--- src/rtl/gb_oam_dma.sv ---
`timescale 1ns/1ps
// gb_oam_dma: OAM DMA engine and bus arbiter between the core and the shared
// memory bus. A write to the DMA register copies 160 bytes from {src_hi,00}
// into OAM, fencing the core off the bus until the copy finishes.
module gb_oam_dma #(
    parameter int unsigned OAM_LEN  = 160,
    parameter logic [15:0] OAM_BASE = 16'hFE00,
    parameter logic [15:0] DMA_REG  = 16'hFF46
) (
    input  logic        clock,
    input  logic        nreset,
    input  logic [15:0] core_address,
    input  logic [7:0]  core_data_in,
    output logic [7:0]  core_data_out,
    input  logic        core_nread,
    input  logic        core_nwrite,
    output logic [15:0] bus_address,
    output logic [7:0]  bus_data_out,
    input  logic [7:0]  bus_data_in,
    output logic        bus_nread,
    output logic        bus_nwrite,
    output logic        dma_active
);

    localparam logic [7:0] LAST_IDX = 8'(OAM_LEN - 1);

    typedef enum logic [1:0] {IDLE, START, READ, WRITE} state_t;

    state_t     state, state_next;
    logic [7:0] src_hi;
    logic [7:0] idx;
    logic [7:0] byte_buf;
    logic       wr_prev;
    logic       reg_sel;
    logic       reg_wr;
    logic       trigger;
    logic [7:0] mapped_hi;

    assign reg_sel   = (core_address == DMA_REG);
    assign reg_wr    = reg_sel && !core_nwrite;
    assign trigger   = reg_wr && !wr_prev;
    // Echo RAM sources (E0..FF) read from the WRAM they mirror.
    assign mapped_hi = (src_hi >= 8'hE0) ? (src_hi - 8'h20) : src_hi;
    assign dma_active = (state != IDLE);

    // State register.
    always_ff @(posedge clock or negedge nreset) begin
        if (!nreset) state <= IDLE;
        else         state <= state_next;
    end

    // Next-state: a trigger restarts from any state.
    always_comb begin
        state_next = state;
        if (trigger) begin
            state_next = START;
        end else begin
            case (state)
                IDLE:    state_next = IDLE;
                START:   state_next = READ;
                READ:    state_next = WRITE;
                WRITE:   state_next = (idx == LAST_IDX) ? IDLE : READ;
                default: state_next = IDLE;
            endcase
        end
    end

    // Source page, byte index, staging buffer and write-strobe history.
    always_ff @(posedge clock or negedge nreset) begin
        if (!nreset) begin
            src_hi   <= 8'hFF;
            idx      <= '0;
            byte_buf <= '0;
            wr_prev  <= 1'b0;
        end else begin
            wr_prev <= reg_wr;
            if (trigger) begin
                src_hi <= core_data_in;
                idx    <= '0;
            end else begin
                if (state == READ) byte_buf <= bus_data_in;
                if (state == WRITE && idx != LAST_IDX) idx <= idx + 8'd1;
            end
        end
    end

    // Bus ownership and core read-back mux.
    always_comb begin
        bus_address   = core_address;
        bus_data_out  = core_data_in;
        bus_nread     = 1'b1;
        bus_nwrite    = 1'b1;
        core_data_out = 8'hFF;
        case (state)
            IDLE: begin
                if (!reg_sel) begin
                    bus_nread     = core_nread;
                    bus_nwrite    = core_nwrite;
                    core_data_out = bus_data_in;
                end
            end
            READ: begin
                bus_address = {mapped_hi, idx};
                bus_nread   = 1'b0;
            end
            WRITE: begin
                bus_address  = OAM_BASE + {8'h00, idx};
                bus_data_out = byte_buf;
                // A retrigger landing in this cycle abandons the pending byte.
                bus_nwrite   = trigger;
            end
            default: ;
        endcase
        if (reg_sel) core_data_out = src_hi;
    end

endmodule

--- config.mk ---
export PLATFORM = sky130hd
export DESIGN_NAME = gb_oam_dma
export DESIGN_NICKNAME = d
export VERILOG_FILES = /design/src/rtl/gb_oam_dma.sv
export SDC_FILE = /design/constraint.sdc
export NUM_CORES = 1
export LEC_CHECK = 0
export CAP_MARGIN = 30
export CORE_ASPECT_RATIO = 1.5
export CORE_MARGIN = 1
export CORE_UTILIZATION = 30
export CTS_CLUSTER_SIZE = 10
export DETAILED_ROUTE_END_ITERATION = 7
export GPL_ROUTABILITY_DRIVEN = 0
export PLACE_DENSITY_LB_ADDON = 0.3
export SYNTH_ARGS = -nofsm -noshare
export SYNTH_HDL_FRONTEND = slang
export SYNTH_SLANG_ARGS = --single-unit
--- constraint.sdc ---
create_clock -name clock -period 2.24 [get_ports clock]
set_clock_uncertainty 0.15 [all_clocks]
set_input_delay 0.448 -clock clock [delete_from_list [all_inputs] [get_ports clock]]
set_output_delay 0.448 -clock clock [all_outputs]
set_load 0.01 [all_outputs]
== Word-level counts from Yosys, hierarchy flattened ==
Index checks and enable logic that the tools add are counted.

* Add/subtract/negate cells: 3
* Multipliers: 0
* Div/mod/pow operators: 0
* $lt $le $gt $ge: 1
* Equality and inequality tests: 6
* Shift-type cells: 0
* Muxes and demuxes: 14
* Bitwise logic cells: 1
* Reductions and logical operators: 9

{| class="wikitable"
|+ Operators by type and width
! operator !! number
|-
| $mux W8 || 6
|-
| $pmux W16 S2 || 1
|-
| $eq A16 B16 Y1 const B || 1
|-
| $add A10 B9 Y11 const A || 1
|-
| $add A8 B1 Y8 const B || 1
|-
| $eq A8 B8 Y1 const B || 1
|-
| $ge A8 B8 Y1 const B || 1
|-
| $ne A8 B8 Y1 const B || 1
|-
| $pmux W2 S4 || 1
|-
| $sub A8 B6 Y8 const B || 1
|-
| $eq A2 B2 Y1 const B || 2
|-
| $mux W2 || 2
|-
| $pmux W1 S2 || 2
|-
| $reduce_bool A2 Y1 || 2
|-
| $logic_and A1 B1 Y1 || 3
|-
| $eq A2 B1 Y1 const B || 1
|-
| $logic_not A1 Y1 || 2
|-
| $logic_not A2 Y1 || 1
|-
| $mux W1 || 2
|-
| $reduce_and A2 Y1 || 1
|-
| $not A1 Y1 || 1
|}

* Flip-flop bits (word level): 27
* Latch bits: 0
* Memory bits (writable): 0
* ROM bits: 0
* Memories kept: 0

== Logic depth before layout (Yosys ltp) ==
* Depth after elaboration: 5
* Depth in mapped cells: 7

== Worst setup path after synthesis ==
Ideal clock, no wire load.

* Path kind: reg2out
* Start: register state[1]
* End: output port bus_address[0]
* Arrival time: 1554 ps
* Data required time: 1642 ps
* Setup slack: 88 ps
* Cell stages (with the launch flop): 5
* Cells stage by stage: dfrtp_1 -> ha_1 -> clkbuf_1 -> nor2_1 -> mux2_2

* Word-level cells in the longest chain between the ends: 2
* Elaborated cells on any way between the ends: 3

{| class="wikitable"
|+ RTL lines
! what !! RTL line !! source
|-
| start, declared || 29 || <nowiki>state_t state, state_next;</nowiki>
|-
| start signal, assigned || 49 || <nowiki>else state <= state_next;</nowiki>
|-
| $eq A2 B2 Y1 || 94 || <nowiki>case (state)</nowiki>
|-
| $pmux W16 S2 (*) || 94 ||
|-
| end, declared || 17 || <nowiki>output logic [15:0] bus_address,</nowiki>
|}

Mark *: on every way between the ends. The rest lies on a longest branch, timed or not.

== Worst setup path in the final report ==
* Start: register state[0]
* End: output port bus_address[0]

The elaborated chain is that of the path after synthesis.

==> results.json <==
{
  "avgViaCountPerCell": 4.97,
  "crit_type": "flop to primary output",
  "hpwl_um": 3940,
  "netlist_area_sq_um": 1790,
  "synthArstFlopShare_pct": 100,
  "fin_hold_ws_ps": 360,
  "dieArea_sq_um": 6270,
  "rsz0062_at_grt": "true",
  "cts.sinks": 27,
  "drt_iter0_drc": 93,
  "fp.dieH_um": 96.5,
  "clock_tree.root_cell": "clkbuf_8",
  "synth_edf_count": 0,
  "drtAntennaViolNets": 0,
  "hold_class": "flop to flop",
  "holdPathEnd": "byte_buf[7]",
  "synth.area.top_cells": "dfrtp_1 (27%), mux2_2 (20%), dfstp_2 (12%)",
  "fin_crit_sh_pct": 102,
  "diodes": 0,
  "num_rows": 34,
  "setup_viol": 12,
  "ys_ff_latch": 27,
  "numPortBuffers": 70,
  "outcome": "complete, but fails checks",
  "wire_per_inst_um": 15.6,
  "violations": "negative setup slack",
  "synth-simple-area-share_pct": 18.3,
  "cts.path.max_buffers": 2,
  "synth_compound_area_share_pct": 12.8,
  "holdPathStages": 1,
  "antenna_found_initial": 0,
  "grt_max_degree": 28,
  "seq_area_frac_synth_pct": 38.4,
  "yosys.area.top_type": "dfrtp_1",
  "met2_usage_pct": 35.2,
  "final_hold_viol_count": 0,
  "cts_tree": "yes",
  "clock_latency_ps": 270,
  "power_w": 0.00319,
  "r2r_start": "state[0]",
  "track_usage_pct": 18.3,
  "powerDensity_nw_per_um2": 1050,
  "irDropWorstVdd_v": 0.000450,
  "hp-start": "byte_buf[7]",
  "dr.pass1.iters": 4,
  "clkTransAtPathRegs_ps": 100,
  "grt_util_met1_pct": 21.6,
  "synthAdderAreaFrac_pct": 3.50,
  "cp.arrival_ps": 1690,
  "synth_xor_area_share_pct": 1.96,
  "path_max_fanout": 5,
  "fin_ws_ps": -51.9,
  "drive_gt1_share_pct": 55.3,
  "start_util_pct": 30.9,
  "gr-usage-met3_pct": 2.35,
  "ios": 71,
  "grt_pass1_vias": 1852,
  "synthesis.nets": 216,
  "relSlewSlack_pct": 75.5,
  "post-route-min-period_ps": 2290,
  "worst_setup_path_start_kind": "flop",
  "synthFlopType": "dfrtp_1",
  "cts_buffers": 3,
  "synthCells": 175,
  "postLayoutCellArea_sq_um": 3050,
  "coreArea_sq_um": 5790,
  "endpoint_kind": "primary output",
  "dpl-instance-area_sq_um": 2770,
  "remaining_drc_errors": 0,
  "via_count": 1768,
  "grt_pass1_wl_um": 8870,
  "regToRegEndpoint": "idx[3]",
  "drv_cap": 0,
  "slew_violations": 0,
  "synth_common_cells": "mux2_2 (32), nor2_1 (22), dfrtp_1 (19)",
  "htreeDepth": 1,
  "synthToLayoutAreaGrowth_pct": 70.6,
  "gr-total-overflow": 0,
  "synth_top_family_by_area": "multiplexers",
  "reg2reg_slack_ps": 400,
  "synth_area_per_cell_sq_um": 10.2,
  "tightest_slew_ps": 367,
  "synth.most_common_cell": "mux2_2",
  "crit_required_ps": 1640,
  "die_x_um": 65.0,
  "synth_mux_area_share_pct": 20.2,
  "wl_um": 5560,
  "reg2regPathDepth": 7,
  "nets": 326,
  "fmax_mhz": 436,
  "synth.distinct_cells": 36,
  "yosys_warnings": 0,
  "synth_top_area_share_pct": 26.6,
  "cellLeakagePower_nw": 1.38,
  "grt-busiest-layer": "met2"
}
## report_power, final
part	internal, W	switching (W)
registers	0.000627	0.000140
clock network	0.000125	0.000159
logic	0.00124	0.000907
## cells by family (layout without fill, tap and decap cells)
| logic type | Yosys count | in the layout |
|---|---|---|
| AND/OR/NAND/NOR | 55 | 55 |
| multiplexers | 32 | 32 |
| AO/OA/AOI/OAI | 30 | 30 |
| flip-flops | 27 | 27 |
| buffers and inverters | 22 | 131 |
| adder cells (fa/ha/maj) | 5 | 5 |
| XOR/XNOR | 4 | 4 |
## final cells by class
cell class,count,area (sq um)
Inverter,13,48.8
Tap cell,72,90.1
Multi-Input combinational cell,126,1200
Timing Repair Buffer,114,977
Clock buffer,3,41.3
Sequential cell,27,687
Clock inverter,1,5.00
Fill cell,551,2740
## state kept, by name (all words and copies together) (netlist names)
register	count
byte_buf	8
idx	8
src_hi	8
state	2
wr_prev	1
## repair_timing
action,4_1_cts,5_1_grt
setup endpoints to repair,48,30
cloned,2,0
buffers inserted,8,4
pin swaps,10,9
resized for setup,205,34
hold buffers,0,0
## through the flow
| step | std cells | setup slack, ps | util [%] | setup TNS, ps |
|---|---|---|---|---|
| after global routing | 356 | -96.6 | 52.7 | -1360 |
| final | 356 | -51.9 | 52.7 | -484 |
| after CTS | 352 | -50.5 | 50.8 | -541 |
| after detailed placement | 338 | -807 | 47.8 | -17640 |
| after global placement | 338 | -789 | 47.8 | -16570 |
| after floorplan | 175 | 87.7 | - | 0 |
## critical path: stages, from the launching register on
cell and delay, ps:
dfrtp_1 410, buf_6 130, ha_4 180, nor2_4 120, buf_6 160, mux2_4 310
buf_6 120
## routing by layer
layer  wire length, um  vias up
met5                 0        -
met4                20        0
met3               251        2
met2              3070       51
met1              2220      870
li1                  -      845
## layout by cell type, fill, tap and decap left out, types with 6 or more instances in the layout
cell type        Yosys  final
buf_4                1     33
mux2_2              32     27
buf_6                0     22
clkdlybuf4s50_1      0     19
dfrtp_1             19     18
buf_2                0     18
nor2_1              22     15
inv_1               13     12
dlygate4sd2_1        0     11
dfstp_2              8      8
nor2b_1              8      6
clkbuf_2             0      6
## how the worst max path moves through the flow
stage               startpoint                to  slack [ps]  cells past startpoint
2_1_floorplan         state[1]    bus_address[0]          90                      4
3_3_place_gp   core_address[5]  core_data_out[5]        -790                      6
3_5_place_dp   core_address[5]  core_data_out[5]        -810                      6
4_1_cts               state[0]    bus_address[0]         -50                      6
5_1_grt               state[0]    bus_address[3]        -100                      6
6_report              state[0]    bus_address[0]         -50                      6
(Power assumes the default switching activity.)
==> RTL edit: new RTL, config.mk and constraints unchanged <==
Put a register stage on the output `bus_address`, cleared by the reset. The value now appears one clock later. The other outputs are not delayed to match.
--- a/src/rtl/gb_oam_dma.sv
+++ b/src/rtl/gb_oam_dma.sv
@@ -25,6 +25,8 @@
     localparam logic [7:0] LAST_IDX = 8'(OAM_LEN - 1);
 
     typedef enum logic [1:0] {IDLE, START, READ, WRITE} state_t;
+
+    logic [15:0] bus_address_d;
 
     state_t     state, state_next;
     logic [7:0] src_hi;
@@ -86,7 +88,7 @@
 
     // Bus ownership and core read-back mux.
     always_comb begin
-        bus_address   = core_address;
+        bus_address_d = core_address;
         bus_data_out  = core_data_in;
         bus_nread     = 1'b1;
         bus_nwrite    = 1'b1;
@@ -100,11 +102,11 @@
                 end
             end
             READ: begin
-                bus_address = {mapped_hi, idx};
+                bus_address_d = {mapped_hi, idx};
                 bus_nread   = 1'b0;
             end
             WRITE: begin
-                bus_address  = OAM_BASE + {8'h00, idx};
+                bus_address_d = OAM_BASE + {8'h00, idx};
                 bus_data_out = byte_buf;
                 // A retrigger landing in this cycle abandons the pending byte.
                 bus_nwrite   = trigger;
@@ -114,5 +116,13 @@
         if (reg_sel) core_data_out = src_hi;
     end
 
+    always_ff @(posedge clock or negedge nreset) begin
+        if (!nreset) begin
+            bus_address <= '0;
+        end else begin
+            bus_address <= bus_address_d;
+        end
+    end
+
 endmodule
 
Function: changed (a bounded check fails within 4 cycles, from zero or initial values and one cycle with nreset low).
==> RTL edit against the unedited design <==
The flow finishes with violations (DRC, setup timing). Non-clock buffer count shrank 8. Synthesized cell count grew 8.0%. Largest cell class unchanged. Power grew 20%. Worst hold slack got worse by 0.30 ns. Setup slack got worse by 0.52 ns. Cell count up 5.1%. Combinational power decreased by 7%. Synthesized area up 19%. Wire length increased by 2.4%. Register-to-register slack worse by 0.10 ns. Sequential cell count increased by 16. Final area rose by 17%. Sequential share of layout area grew 7.8 points.
==> RTL edit: results (changes against the unedited design) <==
.. list-table::
   :header-rows: 1

   * - Metric
     - Value
   * - Detailed placer's ending HPWL
     - 4061 microns (+3.0%)
   * - H-tree depth
     - 2 (+1)
   * - Global routing met2 resource utilization
     - 0.2960 (-0.05555)
   * - Proportion of layout cells with a drive suffix above 1
     - 0.4595 (-0.09336)
   * - Hold_ws
     - 0.06273 ns (-0.2977 ns)
   * - Buffering overhead
     - 0.2754 (-0.04518)
   * - Final net count
     - 336 (+3.1%)
   * - Worst setup slack after placement
     - -1.164 ns (-0.3565 ns)
   * - Area contributors post-synth
     - sky130_fd_sc_hd__dfrtp_1, sky130_fd_sc_hd__mux2_2, sky130_fd_sc_hd__dfstp_2
   * - Number of global-route vias before repair
     - 1983 (+7.1%)
   * - Total setup buffers inserted after CTS
     - 10 (+2)
   * - Remaining design rule violation count
     - 4 (+4)
   * - Detailed-route wire length per cell
     - 15.23 microns (-2.5%)
   * - Clock network area share
     - 0.03286 (+0.01767)
   * - Multi-input logic cell count
     - 123 (-2.4%)
   * - Most frequent cells after synthesis
     - sky130_fd_sc_hd__dfrtp_1, sky130_fd_sc_hd__mux2_2, sky130_fd_sc_hd__nor2_1
   * - Arrival time at the worst endpoint
     - 2.21 ns (+0.52 ns)
   * - Outcome
     - finished with violations
   * - Violations in the final reports
     - DRC, setup timing
   * - Global-route usage over all layers
     - 0.1630 (-0.01994)
   * - Reg2Reg Capture Point
     - bus_address[3]
   * - Total clock buffers created by CTS
     - 5 (+2)
   * - Routing usage on met3
     - 0.03664 (+0.01317)
   * - Number of detailed-route iterations in the first pass
     - 6 (+2)
   * - Slowest stage cell, crit path
     - sky130_fd_sc_hd__or4_4
   * - Maximum fanout encountered on the critical timing path
     - 6 (+1)
   * - Final setup fails
     - 36 (+24)
   * - Filler Cells Inserted
     - 627 (+14%)
   * - Sequential share of cell area
     - 0.3034 (+0.07802)
   * - Total negative setup slack
     - -17.81 ns (-17.33 ns)
   * - Internal power contribution
     - 0.002560 W (+29%)
   * - Clock Buffer Count
     - 6 (+3)
   * - Fraction of standard cell area in multi-input logic
     - 0.3443 (-0.04898)
   * - Logic pwr share
     - 0.518 (-0.153)
   * - Post-layout worst setup margin
     - -0.5717 ns (-0.5198 ns)
   * - Count of routing violations after the opening detailed-route iteration
     - 56 (-40%)
   * - Area of all sequential standard cells
     - 1086 sq um (+58%)
-- RTL edit: cell count changes after synthesis, moves of 4 or more --
cell | unedited run | this run
sky130_fd_sc_hd__dfrtp_1 | 19 | 35
sky130_fd_sc_hd__nor2b_1 | 8 | 1
sky130_fd_sc_hd__nand2_1 | 4 | 10
sky130_fd_sc_hd__mux2i_1 | 0 | 5
sky130_fd_sc_hd__a211o_1 | 4 | 0
-- RTL edit: layer usage --
metal | vias to the layer above | wire (microns)
met4 | 0 | 91
met2 | 53 | 3111
met3 | 8 | 283
met5 | - | 0
met1 | 879 | 2209
li1 | 870 | -
-- RTL edit: cells by family (layout without fill, tap and decap cells) --
logic type | count (synthesis) | in the layout | share of synthesized area
adder cells (fa/ha/maj) | 5 | 5 | 0.02946
XOR/XNOR | 4 | 4 | 0.01650
AND/OR/NAND/NOR | 53 | 53 | 0.1308
flip-flops | 43 | 43 | 0.5115
AO/OA/AOI/OAI | 24 | 24 | 0.07602
buffers and inverters | 23 | 130 | 0.04243
multiplexers | 37 | 37 | 0.1933
